$ cat src/rtl/csr_wb_regfile.sv
// Writeback-stage consumer: passes GPR writes through, holds the machine-mode CSRs and counters,
// and serves a write-first CSR read port to EX.
module csr_wb_regfile #(
  parameter int unsigned      XLEN        = 64,
  parameter int unsigned      CSR_AW      = 12,
  parameter logic [XLEN-1:0]  RST_MSTATUS = XLEN'(64'h1800)
) (
  input  logic              clk,
  input  logic              rst,
  input  logic [XLEN-1:0]   pc_i,
  input  logic [4:0]        rd_addr_i,
  input  logic [XLEN-1:0]   mem_data_i,
  input  logic [CSR_AW-1:0] csr_addr_i,
  input  logic [XLEN-1:0]   csr_wdata_i,
  input  logic              csr_wvalid_i,
  input  logic [XLEN-1:0]   trap_mstatus_wdata_i,
  input  logic              trap_mstatus_wvalid_i,
  input  logic [XLEN-1:0]   trap_mepc_wdata_i,
  input  logic              trap_mepc_wvalid_i,
  input  logic [XLEN-1:0]   trap_mcause_wdata_i,
  input  logic              trap_mcause_wvalid_i,
  input  logic [XLEN-1:0]   trap_mtval_wdata_i,
  input  logic              trap_mtval_wvalid_i,
  input  logic [XLEN-1:0]   trap_mtvec_wdata_i,
  input  logic              trap_mtvec_wvalid_i,
  output logic              gpr_wen_o,
  output logic [4:0]        gpr_waddr_o,
  output logic [XLEN-1:0]   gpr_wdata_o,
  input  logic [CSR_AW-1:0] csr_raddr_i,
  output logic [XLEN-1:0]   csr_rdata_o,
  output logic              csr_illegal_o,
  output logic [XLEN-1:0]   mtvec_o,
  output logic [XLEN-1:0]   mepc_o,
  output logic              mstatus_mie_o
);

  localparam logic [CSR_AW-1:0] A_MSTATUS  = CSR_AW'(12'h300);
  localparam logic [CSR_AW-1:0] A_MTVEC    = CSR_AW'(12'h305);
  localparam logic [CSR_AW-1:0] A_MSCRATCH = CSR_AW'(12'h340);
  localparam logic [CSR_AW-1:0] A_MEPC     = CSR_AW'(12'h341);
  localparam logic [CSR_AW-1:0] A_MCAUSE   = CSR_AW'(12'h342);
  localparam logic [CSR_AW-1:0] A_MTVAL    = CSR_AW'(12'h343);
  localparam logic [CSR_AW-1:0] A_MCYCLE   = CSR_AW'(12'hB00);
  localparam logic [CSR_AW-1:0] A_MINSTRET = CSR_AW'(12'hB02);

  // Only MIE/MPIE are storable; MPP is hardwired to machine mode.
  localparam logic [XLEN-1:0] MSTATUS_WMASK = XLEN'(64'h88);
  localparam logic [XLEN-1:0] MSTATUS_FIXED = XLEN'(64'h1800);
  localparam logic [XLEN-1:0] MTVEC_WMASK   = ~XLEN'(64'h2);
  localparam logic [XLEN-1:0] MEPC_WMASK    = ~XLEN'(64'h3);

  logic [XLEN-1:0] mstatus_q, mstatus_d, mtvec_q, mtvec_d, mscratch_q, mscratch_d;
  logic [XLEN-1:0] mepc_q, mepc_d, mcause_q, mcause_d, mtval_q, mtval_d;
  logic [XLEN-1:0] mcycle_q, mcycle_d, minstret_q, minstret_d;
  logic [XLEN-1:0] mcycle_view, minstret_view;
  logic [XLEN-1:0] mstatus_src, mtvec_src, mepc_src, mcause_src, mtval_src;
  logic            gen_mstatus, gen_mtvec, gen_mscratch, gen_mepc, gen_mcause, gen_mtval;
  logic            gen_mcycle, gen_minstret;

  assign gpr_wen_o   = (rd_addr_i != 5'd0);
  assign gpr_waddr_o = rd_addr_i;
  assign gpr_wdata_o = mem_data_i;

  assign gen_mstatus  = csr_wvalid_i && (csr_addr_i == A_MSTATUS);
  assign gen_mtvec    = csr_wvalid_i && (csr_addr_i == A_MTVEC);
  assign gen_mscratch = csr_wvalid_i && (csr_addr_i == A_MSCRATCH);
  assign gen_mepc     = csr_wvalid_i && (csr_addr_i == A_MEPC);
  assign gen_mcause   = csr_wvalid_i && (csr_addr_i == A_MCAUSE);
  assign gen_mtval    = csr_wvalid_i && (csr_addr_i == A_MTVAL);
  assign gen_mcycle   = csr_wvalid_i && (csr_addr_i == A_MCYCLE);
  assign gen_minstret = csr_wvalid_i && (csr_addr_i == A_MINSTRET);

  // Trap bundle overrides the generic write when both target the same CSR.
  assign mstatus_src = trap_mstatus_wvalid_i ? trap_mstatus_wdata_i : csr_wdata_i;
  assign mtvec_src   = trap_mtvec_wvalid_i   ? trap_mtvec_wdata_i   : csr_wdata_i;
  assign mepc_src    = trap_mepc_wvalid_i    ? trap_mepc_wdata_i    : csr_wdata_i;
  assign mcause_src  = trap_mcause_wvalid_i  ? trap_mcause_wdata_i  : csr_wdata_i;
  assign mtval_src   = trap_mtval_wvalid_i   ? trap_mtval_wdata_i   : csr_wdata_i;

  assign mstatus_d  = (trap_mstatus_wvalid_i || gen_mstatus) ?
                      ((mstatus_src & MSTATUS_WMASK) | MSTATUS_FIXED) : mstatus_q;
  assign mtvec_d    = (trap_mtvec_wvalid_i || gen_mtvec) ? (mtvec_src & MTVEC_WMASK) : mtvec_q;
  assign mepc_d     = (trap_mepc_wvalid_i || gen_mepc) ? (mepc_src & MEPC_WMASK) : mepc_q;
  assign mcause_d   = (trap_mcause_wvalid_i || gen_mcause) ? mcause_src : mcause_q;
  assign mtval_d    = (trap_mtval_wvalid_i || gen_mtval) ? mtval_src : mtval_q;
  assign mscratch_d = gen_mscratch ? csr_wdata_i : mscratch_q;

  assign mcycle_d      = gen_mcycle ? csr_wdata_i : mcycle_q + XLEN'(1);
  assign minstret_d    = gen_minstret ? csr_wdata_i :
                         ((|pc_i) ? minstret_q + XLEN'(1) : minstret_q);
  // Counters bypass only an explicit write, never their own increment.
  assign mcycle_view   = gen_mcycle ? csr_wdata_i : mcycle_q;
  assign minstret_view = gen_minstret ? csr_wdata_i : minstret_q;

  always_ff @(posedge clk) begin
    if (rst) begin
      mstatus_q  <= RST_MSTATUS;
      mtvec_q    <= '0;
      mscratch_q <= '0;
      mepc_q     <= '0;
      mcause_q   <= '0;
      mtval_q    <= '0;
      mcycle_q   <= '0;
      minstret_q <= '0;
    end else begin
      mstatus_q  <= mstatus_d;
      mtvec_q    <= mtvec_d;
      mscratch_q <= mscratch_d;
      mepc_q     <= mepc_d;
      mcause_q   <= mcause_d;
      mtval_q    <= mtval_d;
      mcycle_q   <= mcycle_d;
      minstret_q <= minstret_d;
    end
  end

  always_comb begin
    csr_rdata_o   = '0;
    csr_illegal_o = 1'b0;
    case (csr_raddr_i)
      A_MSTATUS:  csr_rdata_o = mstatus_d;
      A_MTVEC:    csr_rdata_o = mtvec_d;
      A_MSCRATCH: csr_rdata_o = mscratch_d;
      A_MEPC:     csr_rdata_o = mepc_d;
      A_MCAUSE:   csr_rdata_o = mcause_d;
      A_MTVAL:    csr_rdata_o = mtval_d;
      A_MCYCLE:   csr_rdata_o = mcycle_view;
      A_MINSTRET: csr_rdata_o = minstret_view;
      default:    csr_illegal_o = 1'b1;
    endcase
  end

  assign mtvec_o       = mtvec_q;
  assign mepc_o        = mepc_q;
  assign mstatus_mie_o = mstatus_q[3];

endmodule
$ cat config.mk
export PLATFORM = sky130hd
export DESIGN_NAME = csr_wb_regfile
export DESIGN_NICKNAME = d
export VERILOG_FILES = /design/src/rtl/csr_wb_regfile.sv
export SDC_FILE = /design/constraint.sdc
export NUM_CORES = 1
export LEC_CHECK = 0
export BUFFER_PORTS_ARGS = -buffer_cell sky130_fd_sc_hd__buf_4
export CORE_AREA = 8 8 315 317
export DETAILED_ROUTE_END_ITERATION = 8
export DIE_AREA = 0 0 323 325
export PLACE_DENSITY_LB_ADDON = 0.25
export SLEW_MARGIN = 10
export SYNTH_ARGS = -nofsm -noshare
export SYNTH_HDL_FRONTEND = slang
export SYNTH_SLANG_ARGS = --single-unit
export TNS_END_PERCENT = 100
$ cat constraint.sdc
create_clock -name clk -period 6.2 [get_ports clk]
set_clock_uncertainty 0.1 [all_clocks]
set_input_delay 0.62 -clock clk [delete_from_list [all_inputs] [get_ports clk]]
set_output_delay 0.62 -clock clk [all_outputs]
set_load 0.01 [all_outputs]
==> results of run 1 <==
critical path: cells and delay by family:
kind	cells	cell delay [ns]
AO/OA/AOI/OAI	2	1.74
buffers and inverters	2	0.43
AND/OR/NAND/NOR	3	1.82
per-layer routing:
| layer | part of all wire [%] | track usage (%) |
|---|---|---|
| met1 | 39 | 34.22 |
| met2 | 46 | 44.04 |
| met3 | 10 | 7.585 |
| met4 | 5.5 | 13.37 |
| met5 | 0.048 | 0 |
state kept, by name, summed over array words and instances, names as in the netlist:
signal      flops
mcause_q       64
mscratch_q     64
mstatus_q      64
mcycle_q       64
mepc_o         64
mtval_q        64
minstret_q     64
mtvec_o        64
through the flow:
step	setup WS, ns	hold slack [ns]	instance area (um2)	utilization [%]	total power, mW
finish	0.8357	0.1515	35790	38.01	7.830
CTS	1.161	0.1271	35760	37.98	7.839
detailed placement	1.173	0.3318	33980	36.08	4.490
global route	0.8551	0.1531	35790	38.01	8.046
floorplan	2.892	0.3163	29000	-	3.990
global placement	0.9129	0.3289	33970	36.08	4.485
worst max-delay path by stage:
stage,slack [ns],to,cells after the start
2_1_floorplan,2.89,csr_rdata_o[10],10
3_3_place_gp,0.91,csr_rdata_o[54],8
3_5_place_dp,1.17,csr_rdata_o[28],9
4_1_cts,1.16,csr_rdata_o[28],9
5_1_grt,0.86,csr_rdata_o[63],9
6_report,0.84,csr_rdata_o[56],7
report_power, final:
group	switching, mW	total, mW	internal, mW
clock	1.51	3.39	1.89
combinational	0.579	0.979	0.400
sequential	0.0552	3.46	3.40
total	2.14	7.83	5.69
area by class of cell:
type | instances | share of cell area [%]
Clock buffer | 78 | 4.625
Tap cell | 1265 | 4.422
Multi-Input combinational cell | 2699 | 46.53
Sequential cell | 512 | 28.64
Timing Repair Buffer | 699 | 14.93
Inverter | 39 | 0.4160
Clock inverter | 19 | 0.3530
Antenna cell | 14 | 0.09787
cell families after synthesis:
| kind of cell | count (synthesis) |
|---|---|
| buf+inv | 470 |
| flops | 512 |
| mux | 205 |
| simple gates | 1657 |
| xor+xnor | 110 |
| fa+ha+maj | 2 |
| compound gates | 725 |
cells in the mapped netlist, drive strengths merged, types with 32 or more instances:
master   number
o22ai        37
nand2       442
xnor2        85
mux2i       193
nand3        62
dfxtp       512
nand4        52
and3        112
nor2b        54
o32ai        32
clkbuf      292
nor2        409
a211oi      202
o2111ai      35
or3          42
nor4         53
a21oi       136
inv          39
o21ai        89
buf         138
and2        139
nor3        200
==> results by group, run 1 <==
Yosys
  • Yosys reg bits: roughly 500
  • Post-synthesis compound-gate area fraction: between 10% and 20%
  • Synth Area in XOR/XNOR: between 3 and 4%
  • EDFF count, synth: 0
  • YS warnings: 0
  • Synth Flop Type: dfxtp_1
  • Largest family of logic cells by synthesized area: simple AND/OR/NAND/NOR gates
  • Area leader, netlist: dfxtp_1
  • Mapped Nets: approximately 4.2k
  • Adder-cell share of the synthesized area: less than 1%
  • Synth Area in Simple Gates: about 29%
  • Mapped cell area: about 29000 um2
  • Netlist cell types: between 90 and 100
  • Most area-consuming cells after synthesis: dfxtp_1 (35%), mux2i_1 (6.7%), nand2_1 (5.7%), nor2_1 (5.2%), a211oi_1 (5.0%)
  • Async set or reset register ratio after synthesis: 0%
  • Area fraction of the dominant cell type after synthesis: between 30% and 40%
  • Synthesized instance count: approximately 3.7k
  • Syn_area_per_cell: between 7 and 8 um2
  • Mux contribution to synthesized area: approximately 7.1%
  • Post-synthesis sequential area ratio: a little over a third

Worst setup path
  • CP arrival: between 4 and 5 ns
  • RR Endpoint: minstret_q[31]$_SDFFE_PP0P_
  • CP required: between 5 and 6 ns
  • Crit. Startpoint: csr_addr_i[10]
  • Critical path's most frequent cell: buf_4
  • Max incr delay on CP: roughly 1.2 ns
  • Crit. End Element: primary output
  • Slowest cell on the critical path: a2111oi_0
  • Worst path cell trace: buf_4, and4b_1, nand4_1, and2_1, a2111oi_0, o2111ai_1, buf_4
  • Worst r2r src: minstret_q[2]$_SDFFE_PP0P_
  • Critical path fanouts, max: 18
  • Worst R2R Setup Slack: 2.97 ns
  • Cell count of the worst reg-to-reg path: 6
  • CP Launch Type: input pin
  • Kind of critical path: input pin to primary output

Power and ir drop
  • Pleak: roughly 14 nW
  • Maximum vdd ir drop: ~210 uV
  • Cell area power density: around 220 nW/um2

CTS
  • Root Driver: clkbuf_16
  • CTS Hold Buffers Added: 0
  • CTS tree: built
  • Clk sinks: around 510
  • Setup bufs post-CTS: 0
  • Clock transition at path regs: approximately 0.060 ns
  • Worst-Skew Late Latency: 0.62 ns
  • CTS buffer count: 55
  • H-tree Lvls: 2
  • Cts repair resizes: 0
  • Bufs on Longest Clock Path: 3

Drt
  • DRC viols: 0
  • TritonRoute pass-1 iters: 6
  • Initial DRC Count: approximately 3.2k
  • Total wire length: roughly 150000 um
  • Via Count: slightly above 30k
  • Final ANT Viol Nets: 0
  • Drt via density: approximately 5.7
  • Routed WL per cell: between 20 and 30 um

Final layout
  • Most frequent cells in the layout: buf_4 (691), dfxtp_1 (512), nand2_1 (442), nor2_1 (398), a211oi_1 (195)
  • Most common cell after layout, fill and taps aside: buf_4
  • Share of layout cells above drive strength 1: between 20% and 30%
  • Area delta synth->final: 23.44%
  • Multi-input logic area: 16650 um2
  • Final #Nets: 4557
  • Fillers: between 9k and 10k
  • Final Instance Count excl. Fillers: roughly 5.3k
  • FF/Latch Area: slightly above 10000 um2

Global route
  • Initial antenna violation count: 27
  • Pin count of the biggest net entering global routing: around 140
  • GR Util All Layers: approximately 28%
  • Congestion Overflow GR: 0
  • First-pass GRT wire length: ~220000 um
  • Number of global-route vias before repair: roughly 29k

Placed design
  • Port-buffer cells: about 620
  • Final Wtd Congestion: 0.9649
  • Detailed placer's ending HPWL: 113000 um
  • # placed instances: between 5k and 6k

Worst hold path
  • Hold path start: trap_mtvec_wdata_i[4]
  • Hold depth: 3
  • HP Class: input pin to flip-flop
  • Hold EP: mtvec_o[4]$_SDFF_PP0_

STA
  • Worst-margin pin slew: 1.298 ns
  • FMAX: 186.4 MHz
  • Minimum clock period: roughly 5.4 ns
  • Hold Vio Cnt, Final: 0
  • Setup violators final: 0
  • RSZ-0062 raised after global routing: no
  • Max-slew violation count: 0
  • Final setup TNS: 0 ns
  • Final period util: slightly below 90%
  • Max_slew headroom: 11.23%

Run status
  • Run status: finished clean

Floorplanning
  • Die height: approximately 330 um
  • Die ar.: 105000 um2
  • # rows: 113
  • Die width: about 320 um
  • Core Region: 94160 um2
  • I/O pins: about 800
  • Initial Utilization: approximately 31%

Flow run
  • Max cap viols: 0
Note: power is estimated with default switching activity, not from simulation.
==> inputs of run 2 (changes only) <==
Clock period 6.2 ns to 6.5 ns, I/O delays scaled along.
==> run 2 against run 1 <==
Net effect: count of clock-buffer cells in the layout grew 11; worst hold slack gained 0.013 ns; via count grew 0.14%; register-to-register slack lost 0.35 ns.
==> results by group, run 2 (same netlist as run 1, synthesis figures left out) <==
Power and ir drop
  • Pleak: 14.00 nW (+0.12%)
  • Cell area power density: 210.0 nW/um2 (-4.0%)
  • Maximum vdd ir drop: 177.3 uV (-17%)

Final layout
  • Post-route design area: 35840 um2 (+0.13%)
  • Share of layout cells above drive strength 1: 21.27% (-0.18 points)
  • Area delta synth->final: 23.60%
  • Most common cell after layout, fill and taps aside: buf_4
  • Final #Nets: 4558 (+0.022%)
  • Final Core Density: 38.06% (+0.050 points)
  • Final Instance Count excl. Fillers: 5331 (+0.11%)
  • Most frequent cells in the layout: buf_4 (689), dfxtp_1 (512), nand2_1 (442), nor2_1 (398), a211oi_1 (195)

STA
  • Max_slew headroom: 10.71% (-0.52 points)
  • Final period util: 78.50%
  • Setup violators final: 0 (unchanged)
  • Minimum clock period: between 5 and 6 ns
  • WHS: 0.1643 ns (+0.01277 ns)
  • Worst-margin pin slew: 1.336 ns (+0.03804 ns)
  • Hold Vio Cnt, Final: 0 (unchanged)
  • FMAX: 196.0 MHz
  • Max-slew violation count: 0 (unchanged)
  • Final setup TNS: 0 ns (unchanged)
  • RSZ-0062 raised after global routing: no

Global route
  • Congestion Overflow GR: 0 (unchanged)
  • First-pass GRT wire length: 215900 um (about the same)
  • Initial antenna violation count: 22 (-19%)
  • Pin count of the biggest net entering global routing: 180 (+32%)
  • GR Util All Layers: 27.59% (-0.059 points)
  • Number of global-route vias before repair: 29.25k (+0.34%)

Worst setup path
  • CP Launch Type: input pin
  • CP required: 5.75 ns (+0.27 ns)
  • Crit. End Element: primary output
  • Crit. Startpoint: csr_addr_i[10]
  • Max incr delay on CP: 1.15 ns (-0.09 ns)
  • Slowest cell on the critical path: a2111oi_1
  • CP arrival: 4.35 ns (-0.29 ns)
  • WP buf/inv: 2 (unchanged)
  • Kind of critical path: input pin to primary output
  • Crit path depth: 8 (+1)
  • Critical path fanouts, max: 16 (-2)
  • Worst path cell trace: buf_4, and4b_1, nand4_1, a32oi_1, o221ai_1, a2111oi_1, o221ai_1, buf_4
  • Cell family contributing the most delay on the critical path: compound AO/OA/AOI/OAI gates
  • Worst r2r src: minstret_q[2]$_SDFFE_PP0P_
  • Cell count of the worst reg-to-reg path: 6 (unchanged)

Drt
  • Final ANT Viol Nets: 0 (unchanged)
  • Routed WL per cell: 28.81 um (-0.14%)
  • DRC viols: 0 (unchanged)
  • Drt via density: 5.734 (about the same)
  • TritonRoute pass-1 iters: 5 (-1)
  • Initial DRC Count: 3171 (-1.4%)
  • Via Count: 30.57k (+0.14%)
  • Total wire length: 153600 um (about the same)

CTS
  • CTS Hold Buffers Added: 0 (unchanged)
  • Bufs on Longest Clock Path: 3 (unchanged)
  • Setup bufs post-CTS: 0 (unchanged)
  • Clk sinks: 512 (unchanged)
  • Root Driver: clkbuf_16
  • Cts repair resizes: 0 (unchanged)
  • Clock transition at path regs: 0.06 ns (about the same)
  • CTS tree: built
  • CTS buffer count: 57 (+3.6%)
  • Worst-Skew Late Latency: 0.64 ns (+0.02 ns)
  • H-tree Lvls: 2 (unchanged)

Floorplanning
  • # rows: 113 (unchanged)
  • Die width: 323 um (unchanged)
  • Initial Utilization: 30.80% (unchanged)
  • I/O pins: 813 (unchanged)
  • Core Region: 94160 um2 (unchanged)
  • Die ar.: 105000 um2 (unchanged)
  • Die height: 325 um (unchanged)

Placed design
  • Detailed placer's ending HPWL: 112400 um (-0.58%)
  • Port-buffer cells: 619 (unchanged)
  • # placed instances: 5213 (-0.019%)
  • Placed Area: 33990 um2 (about the same)
  • Final Wtd Congestion: 0.9398 (-2.6%)

Worst hold path
  • HP Class: input pin to flip-flop
  • Hold depth: 3 (unchanged)
  • Hold path start: trap_mcause_wdata_i[62]

Flow run
  • Max cap viols: 0 (unchanged)

Run status
  • Run status: finished clean
==> run 2: changes by cell type in the layout (fill, tap and decap cells not counted), moves of 2 or more <==
cell,change
inv_6,+2
buf_4,-2
clkinv_2,-5
clkbuf_1,+11
==> run 2: through the flow <==
stage	power (mW)	worst slack (ns)
final	7.528	1.398
after global routing	7.734	1.366
after CTS	7.532	1.508
after detailed placement	4.283	1.534
after global placement	4.276	1.527
after floorplan	3.806	3.132
==> run 2: power by group <==
| group | total (mW) | internal (mW) | leakage (nW) | switching [mW] |
|---|---|---|---|---|
| clock network | 3.30 | 1.83 | 0.906 | 1.47 |
| registers | 3.30 | 3.24 | 4.19 | 0.0522 |
| logic | 0.933 | 0.381 | 8.91 | 0.552 |
| total | 7.53 | 5.45 | 14.0 | 2.07 |
==> run 2: per-layer routing <==
layer	global-route usage (%)	part of all wire (%)	up-vias
met5	0	0.021	-
met4	11.95	4.7	6
met3	7.249	9.3	293
met2	45.01	46	1577
met1	34.01	39	14920
li1	-	-	13780
==> run 2: final cells by class <==
type                    count  area [um2]
multi-input cells        2699       16660
fillers                  9997       58320
inverters                  39       148.9
clock inverters            15       122.6
clock buffers              89        1697
diodes                     14       35.03
flip-flops and latches    512       10250
well taps                1265        1583
repair buffers            698        5348
==> run 2: tightest hold or removal path, stage by stage <==
cell and delay (ns):
buf_4 0.08, a21oi_1 0.07, nor2_1 0.08
==> run 2: path summary, 6_finish.rpt <==
path	to	slack, ns
worst min register to register	mstatus_q[11]$_SDFF_PP1_	0.35
worst max-delay path	csr_rdata_o[29]	1.40
worst min-delay path	mcause_q[62]$_SDFF_PP0_	0.16
worst max register to register	minstret_q[63]$_SDFFE_PP0P_	2.62
